<file path="src/rtl/io_timer_intc_pkg.sv">
// io_timer_intc_pkg: register map, bit positions and interrupt FSM states
// shared by the timer/interrupt controller and its prescaler.
package io_timer_intc_pkg;

    localparam logic [1:0] REG_CTRL   = 2'd0;
    localparam logic [1:0] REG_LOAD   = 2'd1;
    localparam logic [1:0] REG_COUNT  = 2'd2;
    localparam logic [1:0] REG_STATUS = 2'd3;

    localparam int CTRL_EN   = 0;
    localparam int CTRL_AUTO = 1;
    localparam int CTRL_IE   = 2;

    localparam int ST_PEND = 0;
    localparam int ST_OVR  = 1;

    typedef enum logic [1:0] {
        IDLE = 2'd0,
        REQ  = 2'd1,
        ACKD = 2'd2
    } irq_state_e;

endpackage

</file>
<file path="src/rtl/io_timer_prescaler.sv">
// io_timer_prescaler: divides clk by PRESCALE while enabled and emits a one-cycle tick on wrap.
// clr_i restarts the division from zero and suppresses that cycle's tick.
module io_timer_prescaler #(
    parameter int PRESCALE = 1
) (
    input  logic clk,
    input  logic reset,
    input  logic en_i,
    input  logic clr_i,
    output logic tick_o
);

    localparam int W = (PRESCALE > 1) ? $clog2(PRESCALE) : 1;
    localparam logic [W-1:0] LAST = W'(PRESCALE - 1);

    logic [W-1:0] cnt_q, cnt_d;
    logic         wrap;

    assign wrap   = cnt_q == LAST;
    assign tick_o = en_i & ~clr_i & wrap;

    always_comb cnt_d = (!en_i || clr_i || wrap) ? '0 : cnt_q + 1'b1;

    always_ff @(posedge clk or negedge reset) begin
        if (!reset) cnt_q <= '0;
        else        cnt_q <= cnt_d;
    end

endmodule

</file>
<file path="src/rtl/io_timer_intc.sv">
// io_timer_intc: memory-mapped countdown timer with a request/acknowledge interrupt
// handshake toward the CPU on the shared I/O bus.
module io_timer_intc
    import io_timer_intc_pkg::*;
#(
    parameter logic [31:0] BASE_ADDR = 32'h0000_0100,
    parameter int          PRESCALE  = 1
) (
    input  logic        clk,
    input  logic        reset,
    input  logic        io_cs,
    input  logic        io_rd,
    input  logic        io_wr,
    input  logic [31:0] io_address,
    input  logic [31:0] io_d_in,
    output logic [31:0] io_out,
    output logic        intr,
    input  logic        inta
);

    logic [2:0]  ctrl_q, ctrl_d;
    logic [31:0] load_q, load_d;
    logic [31:0] count_q, count_d;
    logic [1:0]  status_q, status_d;
    irq_state_e  state_q, state_d;

    logic        sel, wr, wr_ctrl, wr_load, wr_status;
    logic        clr_pend, clr_ovr, tick, expire;
    logic [31:0] rdata;
    logic        unused_addr;

    assign unused_addr = ^io_address[1:0];

    assign sel       = io_cs & (io_address[31:4] == BASE_ADDR[31:4]);
    assign wr        = sel & io_wr;
    assign wr_ctrl   = wr & (io_address[3:2] == REG_CTRL);
    assign wr_load   = wr & (io_address[3:2] == REG_LOAD);
    assign wr_status = wr & (io_address[3:2] == REG_STATUS);
    assign clr_pend  = wr_status & io_d_in[ST_PEND];
    assign clr_ovr   = wr_status & io_d_in[ST_OVR];

    io_timer_prescaler #(.PRESCALE(PRESCALE)) u_prescaler (
        .clk    (clk),
        .reset  (reset),
        .en_i   (ctrl_q[CTRL_EN]),
        .clr_i  (wr_load),
        .tick_o (tick)
    );

    assign expire = tick & (count_q == 32'd0);

    // A same-cycle expire outranks the W1C of PEND and does not count as an overrun.
    always_comb begin
        load_d            = wr_load ? io_d_in : load_q;
        count_d           = wr_load ? io_d_in :
                            !tick   ? count_q :
                            expire  ? (ctrl_q[CTRL_AUTO] ? load_q : count_q) :
                                      count_q - 32'd1;
        ctrl_d            = wr_ctrl ? io_d_in[2:0] :
                            (expire && !ctrl_q[CTRL_AUTO]) ? {ctrl_q[2:1], 1'b0} : ctrl_q;
        status_d[ST_PEND] = expire | (status_q[ST_PEND] & ~clr_pend);
        status_d[ST_OVR]  = (expire & status_q[ST_PEND] & ~clr_pend) | (status_q[ST_OVR] & ~clr_ovr);
    end

    always_comb begin
        state_d = state_q;
        case (state_q)
            IDLE:    state_d = (status_q[ST_PEND] && ctrl_q[CTRL_IE]) ? REQ : IDLE;
            REQ:     state_d = inta ? ACKD : !ctrl_q[CTRL_IE] ? IDLE : REQ;
            ACKD:    state_d = status_q[ST_PEND] ? ACKD : IDLE;
            default: state_d = IDLE;
        endcase
    end

    always_ff @(posedge clk or negedge reset) begin
        if (!reset) begin
            ctrl_q   <= '0;
            load_q   <= '0;
            count_q  <= '0;
            status_q <= '0;
            state_q  <= IDLE;
        end else begin
            ctrl_q   <= ctrl_d;
            load_q   <= load_d;
            count_q  <= count_d;
            status_q <= status_d;
            state_q  <= state_d;
        end
    end

    assign intr = state_q == REQ;

    assign rdata  = (io_address[3:2] == REG_CTRL)  ? {29'b0, ctrl_q} :
                    (io_address[3:2] == REG_LOAD)  ? load_q :
                    (io_address[3:2] == REG_COUNT) ? count_q : {30'b0, status_q};
    assign io_out = (sel & io_rd) ? rdata : 32'h0;

endmodule

</file>
<file path="config.mk">
export PLATFORM = sky130hd
export DESIGN_NAME = io_timer_intc
export DESIGN_NICKNAME = d
export VERILOG_FILES = /design/src/rtl/io_timer_intc_pkg.sv /design/src/rtl/io_timer_prescaler.sv /design/src/rtl/io_timer_intc.sv
export SDC_FILE = /design/constraint.sdc
export NUM_CORES = 1
export LEC_CHECK = 0
export ABC_AREA = 1
export BUFFER_PORTS_ARGS = -buffer_cell sky130_fd_sc_hd__buf_2
export CAP_MARGIN = 20
export CORE_UTILIZATION = 45
export DETAILED_ROUTE_END_ITERATION = 16
export GPL_TIMING_DRIVEN = 0
export PLACE_DENSITY = 0.7
export SETUP_SLACK_MARGIN = 0.05
export SYNTH_ARGS = -nofsm -noshare
export SYNTH_HDL_FRONTEND = slang
export SYNTH_SLANG_ARGS = --single-unit
</file>
<file path="constraint.sdc">
create_clock -name clk -period 2.5 [get_ports clk]
set_input_delay 0.25 -clock clk [delete_from_list [all_inputs] [get_ports clk]]
set_output_delay 0.25 -clock clk [all_outputs]
set_load 0.1 [all_outputs]
</file>
Word-level counts from Yosys, hierarchy flattened:

Index checks and enable logic that the tools add are counted.

* logic and storage cells: 65
* flip-flop bits (word level): 72
* input port bits: 70
* output and inout bits: 33

* bitwise operators: 21
* multiplexer cells: 16
* reduce and logical (&&, ||, !) cells: 12
* $add $sub $neg: 2
* equality and inequality tests: 7

Operators by type and width (number)
* 2-to-1 mux 32 bit: 8
* zero test 32 bit: 1
* subtractor 32 x 1 -> 32 bit, second input constant: 1
* equality test 28 x 5 -> 1 bit, second input constant: 1
* bitwise AND 1 bit: 15
* equality test 2 bit, second input constant: 3
* case mux 2 bit (3 select lines): 1
* equality test 2 x 1 -> 1 bit, second input constant: 2
* zero test 2 bit: 2
* 2-to-1 mux 1 bit: 4
* 2-to-1 mux 2 bit: 2
* inverter 1 bit: 4
* nonzero test 2 bit: 2
* 2-to-1 mux 3 bit: 1
* inequality test 3 x 2 -> 1 bit, second input constant: 1
* logical AND 1 bit: 2
* zero test 1 bit: 2
* logical OR 1 bit: 2
* OR 1 bit: 2
* AND reduction 2 bit: 1
* adder 1 bit, second input constant: 1

Longest topological paths before layout:

* depth in word-level cells: 11
* depth in mapped cells: 14

By module:

A second synthesis with hierarchy kept.

* cell total of the unflattened synthesis: 811
* area, all modules: 5089.9 um2

Modules (own cells, without submodules)
* io_timer_intc: seq. area each 1776.7 um2, area an instance 5047.3 um2, times used 1, cells an instance 806
* io_timer_prescaler: seq. area each 25.0 um2, area an instance 42.5 um2, times used 1, cells an instance 5

Worst setup path before layout:

OpenSTA, ideal clock, no wires.

* path kind: in2out
* start: input port io_address[19]
* end: output port io_out[23]
* stages: 8
* required time: 2250 ps
* setup slack: -286 ps
* arrival time: 2536 ps
* path through: nor2_1 > inv_1 > nor2_1 > nand2_1 > nor2_2 > nand2_1 > buf_1 > a21oi_1

* longest elaborated chain between the ends: 4

RTL lines
* start, declared: RTL line io_timer_intc.sv:14 `input logic [31:0] io_address,`
* equality test 28 x 5 -> 1 bit: RTL line io_timer_intc.sv:34 `assign sel = io_cs & (io_address[31:4] == BASE_ADDR[31:4]);`
* bitwise AND 1 bit: RTL line io_timer_intc.sv:34
* bitwise AND 1 bit: RTL line io_timer_intc.sv:96 `assign io_out = (sel & io_rd) ? rdata : 32'h0;`
* 2-to-1 mux 32 bit: RTL line io_timer_intc.sv:96
* end, declared: RTL line io_timer_intc.sv:16 `output logic [31:0] io_out,`

No other way between the ends.

Worst setup path after layout:

* start: input port io_address[19]
* end: output port io_out[8]

Same word-level chain as after synthesis.

==> metrics.csv <==
stage;metric;value;unit
drt;drt_wl_total;16200;um
clock_network;clkSlewWorstSetupHoldPaths;70;ps
clock_network;cts_root_buf;clkbuf_16;
cells_and_area;num-nets-final;1003;
clock_network;htree_num_levels;3;
global_route;grt_start_max_net_pins;44;
critical_path;worstPathCellList;buf_2 -> nor2_1 -> inv_1 -> nor2_1 -> nand2_1 -> nor2_2 -> nand2_1 -> buf_1 -> a21oi_1 -> buf_2;
power;p_switching;0.628;mW
timing;finClkSkew;11.0;ps
logic_synthesis;synth_area_leaders;dfrtp_1 (35%), nand2_1 (25%), nor2_1 (9.6%);
floorplanning;rows;38;
floorplanning;core-area;10900;um2
job;drv_cap;0;
logic_synthesis;syn-instance-count;818;
clock_network;clock-sinks;72;
logic_synthesis;synth.cell_area;5090;um2
logic_synthesis;synth_top_area_share;35.4;%
logic_synthesis;ys_seq_elements;72;
timing;slew_viol_final;0;
clock_network;clock_path_buffers;2;
critical_path;cp-startpoint;io_address[19];
timing;min_period;2290;ps
floorplanning;io_pins;103;
critical_path;cp_max_fo;10;
cells_and_area;final_common_cell;nand2_1;
drt;viasPerCell;5.26;
cells_and_area;fillers;1140;
global_route;track_usage;28.9;%
logic_synthesis;synthXorXnorAreaFrac;2.41;%
timing;setup_ws;212;ps
global_route;gr-total-overflow;0;
cells_and_area;final_layout_size_suffix_gt1_share;16.8;%
timing;worst_slew_pin_slew;609;ps
place;gp_routability_congestion;0.966;
critical_path;required;2250;ps
place;io_buffers;100;
critical_path;path_class;in -> out;
critical_path;cp-endpoint;io_out[8];
power;power_density;432;nW/um2
cells_and_area;ff_latch_area;1800;um2
logic_synthesis;synth_fa_ha_area_share;0.491;%
critical_path;crit_path_top_delay_cell;buf_2;
timing;finalHoldViolCount;0;
drt;ant_nets;0;
cells_and_area;num_antenna_cells;0;
cells_and_area;final_cell_mix;nand2_1 (333), nor2_1 (129), buf_2 (100);
logic_synthesis;synth_nets;890;
critical_path;r2r_cells;12;
logic_synthesis;ys_warn_count;0;
cells_and_area;fin_util;56.2;%
logic_synthesis;synth_compound_area_share;6.90;%
power;leakagePower;3.45;nW
logic_synthesis;yosysSeqAreaShare;35.4;%
run_status;outcome;completed;
critical_path;crit_arrival;2040;ps
timing;max_freq;437;MHz
logic_synthesis;synth_top_family_by_area;simple AND/OR/NAND/NOR gates;
timing;fin_crit_sh;91.5;%
critical_path;reg2reg_slack;300;ps
logic_synthesis;yosysTopAreaCell;dfrtp_1;
critical_path;slowest_delay;450;ps
global_route;antenna_found_initial;0;
global_route;grt_pass1_vias;5110;
critical_path;worstSetupStartpointType;input port;
drt;drc_errors;0;
critical_path;r2r-end;count_q[20];
power;p_clk_share;50.3;%
power;peakVddDrop;0.319;mV
timing;slew_headroom;59.2;%
critical_path;crit-reg2reg-launch;count_q[0];
clock_network;cts-buffers-inserted;9;
clock_network;clk-insertion-delay-late;340;ps
drt;drt_iter0_drc;500;
power;p_comb_share;5.8;%
floorplanning;die_h;108;um
drt;drt_first_pass_iters;5;
logic_synthesis;yosys.cell_types.count;34;
place;dp_cells;1059;
cells_and_area;final_cells;1076;
power;power_frac_seq;43.9;%
clock_network;postCtsSetupBuffers;0;
drt;detail_route.wl_per_cell;15.1;um
floorplanning;initial_core_util;46.6;%
min_path;min_path_type;in -> reg;
logic_synthesis;avgSynthCellArea;6.23;um2
logic_synthesis;synthMuxAreaShare;0.221;%
power;swShare;23.6;%
drt;num_vias;5656;
critical_path;worstSetupEndpointType;output port;
power;internal_power;2.03;mW
place;dpl.hpwl;12100;um
global_route;grt_pass1_wl;25900;um
timing;setup_violations;0;
floorplanning;fp.dieW;108;um
timing;rsz0062_at_grt;false;
floorplanning;die_area;11800;um2
cells_and_area;multi_input_area;2940;um2
timing;finalHoldWorstSlack;127;ps
clock_network;cts_tree;done;
logic_synthesis;synth-simple-area-share;47.5;%
place;dp_slack;56.4;ps
cells_and_area;area_growth;20.7;%
[per-stage QoR]
step	instance area [um2]	power, mW	setup TNS [ps]
floorplan	5090	1.23	-8600
global placement	5770	1.33	0
detailed placement	5800	1.34	0
CTS	6120	2.66	0
global route	6150	2.74	0
finish	6150	2.66	0
[synth_stat cells, drive strengths merged]
| cell type | n |
|---|---|
| nand2 | 336 |
| nor2 | 137 |
| dfrtp | 72 |
| nand3 | 62 |
| inv | 53 |
| a21oi | 37 |
| nand4 | 32 |
| o21ai | 23 |
| buf | 21 |
| clkbuf | 10 |
| xnor2 | 10 |
| nor3 | 7 |
| xor2 | 4 |
| o211ai | 3 |
| a22oi | 2 |
| ha | 2 |
| a31oi | 1 |
| and2 | 1 |
| conb | 1 |
| mux2 | 1 |
| nor3b | 1 |
| o21bai | 1 |
| or2 | 1 |
[logic make-up after synthesis]
kind of cell / Yosys count
other: 1
adder cells (fa/ha/maj): 2
AND/OR/NAND/NOR: 577
AO/OA/AOI/OAI: 67
multiplexers: 1
buffers and inverters: 84
XOR/XNOR: 14
flip-flops: 72
[state kept, by name, indices dropped and copies added, names as in the netlist]
| signal | cells |
|---|---|
| status_q | 2 |
| ctrl_q | 3 |
| u_prescaler.cnt_q | 1 |
| load_q | 32 |
| state_q | 2 |
| count_q | 32 |
[power by group through the flow]
stage          Sequential [mW]  Clock [mW]  Combinational (mW)
3_3_place_gp              1.19           0               0.145
3_5_place_dp              1.19           0               0.153
2_1_floorplan             1.19           0              0.0426
6_report                  1.17        1.34               0.153
4_1_cts                   1.17        1.34               0.154
5_1_grt                   1.17        1.40               0.173
[worst min-delay path by stage]
stage,start,endpoint,cells past startpoint
floorplan,reset,count_q[0],0
global placement,count_q[0],count_q[0],2
detailed placement,reset,state_q[1],1
CTS,io_d_in[3],load_q[3],3
global route,io_d_in[19],load_q[19],3
finish,io_d_in[13],load_q[13],3
[metal layers]
layer | share of wire, % | vias to the layer above | GRT usage, %
li1 | - | 2835 | -
met1 | 47 | 2586 | 40.2
met2 | 44 | 214 | 45.9
met3 | 6.5 | 21 | 4.70
met4 | 1.7 | 0 | 8.69
met5 | 0 | - | 0
[layout make-up]
type / instances / share of cell area, %
sequential: 72 / 29.3
multi-input combinational: 662 / 47.7
clock inverter: 6 / 1.10
buffer: 31 / 2.67
clock buffer: 10 / 3.89
timing repair buffer: 102 / 9.24
inverter: 53 / 3.23
tap: 140 / 2.85
[critical path: cells and delay by family]
| family | cells | cell delay (ps) |
|---|---|---|
| compound gates | 1 | 200 |
| buf+inv | 4 | 910 |
| simple gates | 5 | 680 |
[timing repair]
action | 4_1_cts | 5_1_grt
hold buffers | 1 | 0
endpoints found under the setup margin | 0 | 21
hold endpoints to repair | 29 | 0
resized for setup | 0 | 15
Note: power is estimated with default switching activity, not from simulation.
